`src/rtl/edge_gen_if.sv`:
```
// edge_gen_if: command handshake between a level/hold producer and edge_gen.
interface edge_gen_if #(
    parameter int CntWidth = 8
);
    logic                req_valid_i;
    logic                req_ready_o;
    logic                req_level_i;
    logic [CntWidth-1:0] req_hold_i;
    modport master (output req_valid_i, req_level_i, req_hold_i, input req_ready_o);
    modport slave  (input req_valid_i, req_level_i, req_hold_i, output req_ready_o);
endinterface

```
`src/rtl/edge_gen.sv`:
```
// edge_gen: drives serial_o with commanded levels, each held for max(req_hold, MinHold) cycles.
// EDGE_GEN_EDGE_CNT_EN adds edge_cnt_o, a wrapping count of emitted edges.
module edge_gen #(
    parameter int   CntWidth   = 8,
    parameter int   MinHold    = 2,
    parameter logic ResetLevel = 1'b0
) (
    input  logic             clk_i,
    input  logic             rst_i,
    input  logic             clr_i,
    edge_gen_if.slave        req,
    output logic             serial_o,
    output logic             re_o,
    output logic             fe_o,
`ifdef EDGE_GEN_EDGE_CNT_EN
    output logic [CntWidth-1:0] edge_cnt_o,
`endif
    output logic             busy_o
);
    if (MinHold < 1 || MinHold >= 2**CntWidth) begin : g_bad_min_hold
        $error("edge_gen: MinHold must satisfy 1 <= MinHold < 2**CntWidth");
    end

    localparam logic [CntWidth-1:0] MIN_H = CntWidth'(MinHold);

    typedef enum logic {IDLE, HOLD} state_t;

    state_t              r_state, w_next;
    logic [CntWidth-1:0] r_cnt;
    logic                r_serial, r_re, r_fe;
    logic                w_ready, w_load, w_change;
    logic [CntWidth-1:0] w_hold;

    assign w_hold   = (req.req_hold_i < MIN_H) ? MIN_H : req.req_hold_i;
    assign w_change = req.req_level_i != r_serial;

    always_comb begin
        w_next  = r_state;
        w_ready = (r_state == IDLE) || (r_cnt == '0);
        w_load  = w_ready && req.req_valid_i;
        if (w_load)
            w_next = HOLD;
        else if (r_state == HOLD && r_cnt == '0)
            w_next = IDLE;
    end

    always_ff @(posedge clk_i) begin
        if (rst_i || clr_i) begin
            r_state  <= IDLE;
            r_cnt    <= '0;
            r_serial <= ResetLevel;
            r_re     <= 1'b0;
            r_fe     <= 1'b0;
        end else begin
            r_state <= w_next;
            r_re    <= w_load && w_change && req.req_level_i;
            r_fe    <= w_load && w_change && !req.req_level_i;
            if (w_load) begin
                r_serial <= req.req_level_i;
                r_cnt    <= w_hold - CntWidth'(1);
            end else if (r_cnt != '0) begin
                r_cnt <= r_cnt - CntWidth'(1);
            end
        end
    end

`ifdef EDGE_GEN_EDGE_CNT_EN
    logic [CntWidth-1:0] r_edge_cnt;
    // Counts alongside the strobe register so edge_cnt_o steps in the strobe cycle.
    always_ff @(posedge clk_i) begin
        if (rst_i || clr_i)
            r_edge_cnt <= '0;
        else if (w_load && w_change)
            r_edge_cnt <= r_edge_cnt + CntWidth'(1);
    end
    assign edge_cnt_o = r_edge_cnt;
`endif

    assign req.req_ready_o = w_ready;
    assign serial_o        = r_serial;
    assign re_o            = r_re;
    assign fe_o            = r_fe;
    assign busy_o          = r_state == HOLD;
endmodule

```
`src/flat_wrapper.sv`:
```
// flat-port wrapper written by rule: the top's interface ports become plain ports
module edge_gen_flat 
#(
    parameter int   CntWidth   = 8,
    parameter int   MinHold    = 2,
    parameter logic ResetLevel = 1'b0
)
  (clk_i, rst_i, clr_i, serial_o, re_o, fe_o, busy_o, req_req_valid_i, req_req_level_i, req_req_hold_i, req_req_ready_o);
  edge_gen_if #(.CntWidth(CntWidth)) req_i ();
  input  logic clk_i;
  input  logic rst_i;
  input  logic clr_i;
  output logic serial_o;
  output logic re_o;
  output logic fe_o;
  output logic busy_o;
  input wire logic [$bits(req_i.req_valid_i)-1:0] req_req_valid_i;
  input wire logic [$bits(req_i.req_level_i)-1:0] req_req_level_i;
  input wire logic [$bits(req_i.req_hold_i)-1:0] req_req_hold_i;
  output wire logic [$bits(req_i.req_ready_o)-1:0] req_req_ready_o;
  assign req_i.req_valid_i = req_req_valid_i;
  assign req_i.req_level_i = req_req_level_i;
  assign req_i.req_hold_i = req_req_hold_i;
  assign req_req_ready_o = req_i.req_ready_o;
  edge_gen #(.CntWidth(CntWidth), .MinHold(MinHold), .ResetLevel(ResetLevel)) u_core (.clk_i(clk_i), .rst_i(rst_i), .clr_i(clr_i), .req(req_i), .serial_o(serial_o), .re_o(re_o), .fe_o(fe_o), .busy_o(busy_o));
endmodule
```
`config.mk`:
```
export PLATFORM = sky130hd
export DESIGN_NAME = edge_gen_flat
export DESIGN_NICKNAME = d
export VERILOG_FILES = /design/src/rtl/edge_gen_if.sv /design/src/rtl/edge_gen.sv /design/src/flat_wrapper.sv
export SDC_FILE = /design/constraint.sdc
export NUM_CORES = 1
export LEC_CHECK = 0
export ABC_AREA = 0
export CAP_MARGIN = 20
export CORE_ASPECT_RATIO = 0.75
export CORE_MARGIN = 2
export CORE_UTILIZATION = 39
export CTS_CLUSTER_DIAMETER = 150
export CTS_CLUSTER_SIZE = 28
export DETAILED_ROUTE_END_ITERATION = 10
export HOLD_SLACK_MARGIN = 0.1
export PLACE_DENSITY = 0.79
export SLEW_MARGIN = 20
export SYNTH_ARGS = -nofsm -noshare
export SYNTH_HDL_FRONTEND = slang
export SYNTH_SLANG_ARGS = --single-unit
```
`constraint.sdc`:
```
create_clock -name clk_i -period 2.8 [get_ports clk_i]
set_input_delay 0.7 -clock clk_i [delete_from_list [all_inputs] [get_ports clk_i]]
set_output_delay 0.7 -clock clk_i [all_outputs]
set_load 0.1 [all_outputs]
```
==> results.toml <==
[finish]
drive_above_1_share_pct = 46.72
syn_to_final_growth_pct = 64.24
antenna_cells = 0
fin_cells = 144
design_area_um2 = 1184
fin_nets = 137

[place]
placed_area_um2 = 1040
place.gp.congestion = 0.8228
io_buffer_count = 17
dp_hpwl_mm = 1.493
dp_cells = 130
place_ws_ns = -0.4779

[hold_path]
min_path_type = "flop to flop"
holdPathStages = 1
hold_start = "u_core.serial_o"
holdPathEnd = "u_core.re_o"

[sta]
setup_violations = 0
finalCritPeriodShare_pct = 98.99
min_period_ns = 2.772
skew_ns = 0.001964
fmax_mhz = 360.8
layout_setup_ws_ns = 0.02832
tightest_slew_ns = 0.3102
final_hold_viol_count = 0
rsz0062_at_grt = "true"
relSlewSlack_pct = 79.25
drv_slew = 0

[cts]
cts_sinks = 12
cts_hold_buf = 0
clock_latency_ns = 0.28
clockBufferDepth = 2
cts_buffers = 3
clk_pin_slew_worst_paths_ns = 0.08
htreeDepth = 1
cts_tree = "yes"
cts_root_buf = "clkbuf_4"

[grt]
antenna_found_initial = 0
grt_usage_pct = 22.39
grt_max_degree = 8
grt_pass1_wl_mm = 3.284
grt_pass1_vias = 722
grt_overflow = 0

[critical_path]
rrSetupSlack_ns = 0.03
crit_fanout = 3
ff2ff_path_depth = 9
crit_path_cell_trace = "or4_4 > o31ai_4 > nand2_2 > mux2i_2 > ha_2 > inv_2 > a311o_1 > nor4b_4 > mux2_4"
cpPeakStageDelay_ns = 0.55
reg2reg_from = "u_core.r_cnt[7]"
end_kind = "flop"
arrival_ns = 2.95
worst_setup_path_start_kind = "flop"
required_ns = 2.98
critPathKind = "flop to flop"
critPathSlowestCell = "or4_4"
reg2reg_to = "u_core.r_cnt[6]"

[die]
die_x_um = 53.64
die_h_um = 41.23
ios = 18
die_area_um2 = 2211
fp-row-count = 13
core_um2 = 1740
start_util_pct = 41.41

[logic_synthesis]
syn-cell-area_um2 = 720.7
ys_seq_area_share_pct = 33.33
synth_fp_nets = 90
ys_ff_latch = 12
synth_cells = 76
ys_warn_count = 0
syn_avg_cell_area_um2 = 9.483
synthDistinctLibCells = 34

[pwr]
ir_drop_v = 0.0003106
leakage_uw = 0.0005072
power_density_nw_per_um2 = 493.7

[routing]
vias = 781
highest_layer = "met4"
first_pass_iters = 4
wl_met1_um = 992
drt-total-wl_mm = 2.049
wl_per_cell_um = 14.23
ant_nets = 0
viasPerCell = 5.424
drc = 0
drtIter0Drc = 12
met2_length_um = 942
route.met3.wl_um = 99

[outcome]
status = "finished clean"

[run]
drv_cap = 0
through the flow:
stage          total power [uW]  setup TNS (ns)  hold slack, ns  util, %
6_report                  584.4               0          0.4882    68.01
5_1_grt                   609.9        -0.03260          0.5334    68.01
4_1_cts                   567.9               0          0.4966    66.43
3_5_place_dp              399.9         -0.8764          0.4810    59.74
3_3_place_gp              395.0         -0.6279          0.4661    59.74
2_1_floorplan             323.4          -1.241          0.5139        -
cells in the final DEF (no fill, tap or decap), types with 2 or more instances in the layout:
cell type,count
mux2i_1,4
clkdlybuf4s15_1,2
nor3_1,3
nand2_1,4
clkbuf_4,3
a31oi_1,4
nor2_1,5
o21ai_2,2
o21ai_0,2
clkdlybuf4s50_1,7
or3_4,3
mux2_2,2
a31o_2,2
buf_6,2
dfxtp_1,11
buf_4,28
o31a_1,3
nor4bb_1,2
dlygate4sd2_1,2
nor2b_1,3
layout make-up:
class                           count  area [um2]
Fill cell                         133       556.8
Inverter                            2       7.507
Clock buffer                        4       36.28
Sequential cell                    12       241.5
Tap cell                           22       27.53
Multi-Input combinational cell     61       505.5
Timing Repair Buffer               43       365.4
report_power, final:
group	leakage (uW)	internal, uW	total, uW	switching [uW]
Sequential	0.0000983	182	191	9.16
Combinational	0.000388	128	247	119
Clock	0.0000210	79.2	146	67.0
Total	0.000507	389	584	195
per-layer routing:
metal,vias up,GRT usage [%]
met5,-,0
met3,2,8.394
li1,390,-
met1,370,28.17
met2,19,35.19
met4,0,8.333
critical path: cells and delay by family (launching register included):
family,cells,cell delay [ns]
buf+inv,1,0.04
flops,1,0.33
mux,2,0.55
simple gates,3,0.94
compound gates,2,0.59
fa+ha+maj,1,0.21
cells by family after synthesis:
| kind of cell | Yosys count | synth area share, % |
|---|---|---|
| AOI/OAI and AO/OA | 24 | 27.09 |
| DFF | 12 | 33.33 |
| buffers and inverters | 3 | 1.736 |
| muxes | 8 | 12.15 |
| adders and majority gates | 1 | 1.736 |
| and+or+nand+nor | 27 | 22.74 |
| xor gates and xnor gates | 1 | 1.215 |
how the worst max path moves through the flow:
stage,startpoint,to,slack (ns),depth (start not counted)
CTS,u_core.r_cnt[4],u_core.r_cnt[6],0.01,9
global route,u_core.r_cnt[7],u_core.r_cnt[6],-0.03,9
finish,u_core.r_cnt[7],u_core.r_cnt[6],0.03,9
floorplan,u_core.r_cnt[4],u_core.r_cnt[6],-0.70,9
global placement,req_req_hold_i[7],u_core.r_cnt[6],-0.32,10
detailed placement,req_req_hold_i[7],u_core.r_cnt[6],-0.48,10
sequential cells by signal (all words and copies together) (netlist names):
signal and flops:
u_core.busy_o 1, u_core.fe_o 1, u_core.r_cnt 8, u_core.re_o 1
u_core.serial_o 1
synthesized netlist by cell type:
cell | number | area (um2)
mux2_4 | 1 | 15.01
o21a_1 | 1 | 7.510
ha_1 | 1 | 12.51
or4_4 | 1 | 11.26
clkbuf_2 | 1 | 5.000
a21o_1 | 1 | 7.510
o21ai_2 | 2 | 17.52
a32oi_1 | 1 | 8.760
nand2_1 | 4 | 15.01
nor3_1 | 4 | 20.02
o21bai_1 | 1 | 7.510
inv_1 | 2 | 7.510
or3_1 | 2 | 12.51
a31oi_1 | 4 | 25.02
a311oi_1 | 1 | 8.760
nand2_2 | 1 | 6.260
mux2_2 | 2 | 22.52
mux2i_1 | 5 | 50.05
nand2b_1 | 1 | 6.260
nor2_1 | 6 | 22.52
nor4bb_1 | 2 | 20.02
nor4b_1 | 1 | 8.760
o21ai_0 | 2 | 10.01
or3_4 | 2 | 22.52
a311o_1 | 1 | 10.01
nor2b_1 | 3 | 18.77
dfxtp_1 | 12 | 240.2
a21boi_0 | 1 | 7.510
o31ai_4 | 1 | 21.27
o211a_1 | 1 | 10.01
a31o_2 | 2 | 17.52
xnor2_1 | 1 | 8.760
o31a_1 | 3 | 26.28
a21oi_1 | 2 | 10.01
timing repair:
item                                    in CTS  in global routing
buffers inserted                             9                  2
endpoints found under the setup margin       2                  2
pin swaps                                    6                  8
cloned                                       0                  0
resized for setup                            9                 11
Note: power is estimated with default switching activity, not from simulation.
==> edit (same flow settings) <==
`CntWidth` is set to 8 in 3 places; all go to 9.
--- a/src/rtl/edge_gen_if.sv
+++ b/src/rtl/edge_gen_if.sv
@@ -2,3 +2,3 @@
 interface edge_gen_if #(
-    parameter int CntWidth = 8
+    parameter int CntWidth = 9
 );
--- a/src/rtl/edge_gen.sv
+++ b/src/rtl/edge_gen.sv
@@ -3,3 +3,3 @@
 module edge_gen #(
-    parameter int   CntWidth   = 8,
+    parameter int   CntWidth   = 9,
     parameter int   MinHold    = 2,
--- a/src/flat_wrapper.sv
+++ b/src/flat_wrapper.sv
@@ -3,3 +3,3 @@
 #(
-    parameter int   CntWidth   = 8,
+    parameter int   CntWidth   = 9,
     parameter int   MinHold    = 2,
Interface: changed (resized req_req_hold_i); port bits go from 18 to 19. The function was not compared with the original's and may differ.
==> edit against the unedited design <==
Area after synthesis increased by 14%. Design area increased by 0.42%. Largest power group unchanged. Power increased by 15%. Setup slack improved by 94 ps. Combinational power grew 34%. Wire length is 13% higher. Maximum frequency increased by 3.5%. Sequential cell count up 1.
==> edit: results (changes against the unedited design) <==
run status completed (unchanged); maximum VDD drop 371 uV (was 311 uV); Hold Path Depth 1 (unchanged); Port Buf Inserts 18 (was 17); Post-DP Area 1140 um^2 (was 1040 um^2); Max FO, Critical Path 6 (was 3); vias in the first global route 823 (was 722); Global Route Usage Sum 0.195 (was 0.224); leakage 0.476 nW (was 0.507 nW); net count after synthesis 110 (was 90); sequential-to-total area share from yosys stat 0.316 (was 0.333); vias 871 (was 781); final wirelength 2320 um (was 2050 um); top cells by count, synth dfxtp_1, nor2_1, a21oi_1, mux2i_1 (was dfxtp_1, nor2_1, mux2i_1); Netlist cell types 38 (was 34); routed len/inst 14.9 um (was 14.2 um); Critical Path AT 2890 ps (was 2950 ps); FF-to-FF path depth 6 (was 9); layout cells sized above 1 0.275 (was 0.467); largest net degree at the start of global routing 12 (was 8); Max transition margin 0.624 (was 0.792); Area contributors post-synth dfxtp_1, mux2i_1, mux2_2 (was dfxtp_1, mux2i_1, o31a_1); worst reg2reg setup slack 640 ps (was 30 ps); synthesized instance count 95 (was 76); max reg flops 9 (was 8); WHS 487 ps (was 488 ps); placer's final routability congestion estimate 0.968 (was 0.823)
-- edit: changes by cell type in the layout (fill, tap and decap cells not counted), moves of 3 or more --
cell             delta
buf_4               -9
a21oi_1             +6
nor2_1              +7
clkdlybuf4s50_1     +6
or3_4               -3
a31oi_1             -4
-- edit: kinds of logic (layout without fill, tap and decap cells) --
group           after synthesis  count (layout)  share of synthesized area
simple gates                 42              42                      0.281
buf+inv                       3              39                     0.0137
fa+ha+maj                     1               1                     0.0152
compound gates               24              24                      0.226
flops                        13              13                      0.316
mux                          10              10                      0.127
xor+xnor                      2               2                     0.0212
-- edit: final cells by class --
| class | count | area (um^2) |
|---|---|---|
| multi-input combinational | 79 | 572 |
| fill | 189 | 808 |
| inverter | 2 | 7.51 |
| tap | 24 | 30.0 |
| sequential | 13 | 260 |
| clock buffer | 4 | 26.3 |
| timing repair buffer | 33 | 293 |
-- edit: how the worst max path moves through the flow --
| stage | startpoint | endpoint | slack, ps | cells after the start |
|---|---|---|---|---|
| floorplan | u_core.busy_o | u_core.r_cnt[8] | 250 | 7 |
| global placement | req_req_valid_i | u_core.r_cnt[8] | -170 | 8 |
| detailed placement | req_req_hold_i[7] | u_core.r_cnt[8] | -200 | 10 |
| CTS | req_req_valid_i | u_core.r_cnt[8] | 70 | 8 |
| global route | req_req_valid_i | u_core.r_cnt[8] | 40 | 6 |
| finish | req_req_valid_i | u_core.r_cnt[8] | 120 | 6 |
-- edit: critical path, cell delays in order --
cell,delay [ps]
clkdlybuf4s50_1,550
or4b_4,520
o31ai_4,340
mux2_2,390
or2_2,270
mux2i_1,120
-- edit: what timing repair did --
| item | 4_1_cts | 5_1_grt |
|---|---|---|
| setup buffers | 0 | 0 |
| gates resized for setup | 0 | 3 |
| setup endpoints to repair | 0 | 1 |
-- edit: through the flow --
step                      setup slack (ps)  TNS (ps)
after CTS                             73.3         0
after global placement                -166      -509
after detailed placement              -196      -620
final                                  122         0
after floorplan                        247         0
after global routing                  44.8         0
-- edit: layer usage --
metal / GRT usage / part of all wire / vias up
met5: 0 / 0 / -
met1: 0.245 / 0.45 / 400
met3: 0.0687 / 0.076 / 4
met4: 0.0698 / 0.017 / 0
met2: 0.310 / 0.45 / 35
li1: - / - / 432
-- edit: power breakdown --
part           internal (mW)  total, mW  switching [mW]
clock                 0.0553      0.117          0.0617
combinational          0.160      0.332           0.172
sequential             0.202      0.224          0.0222
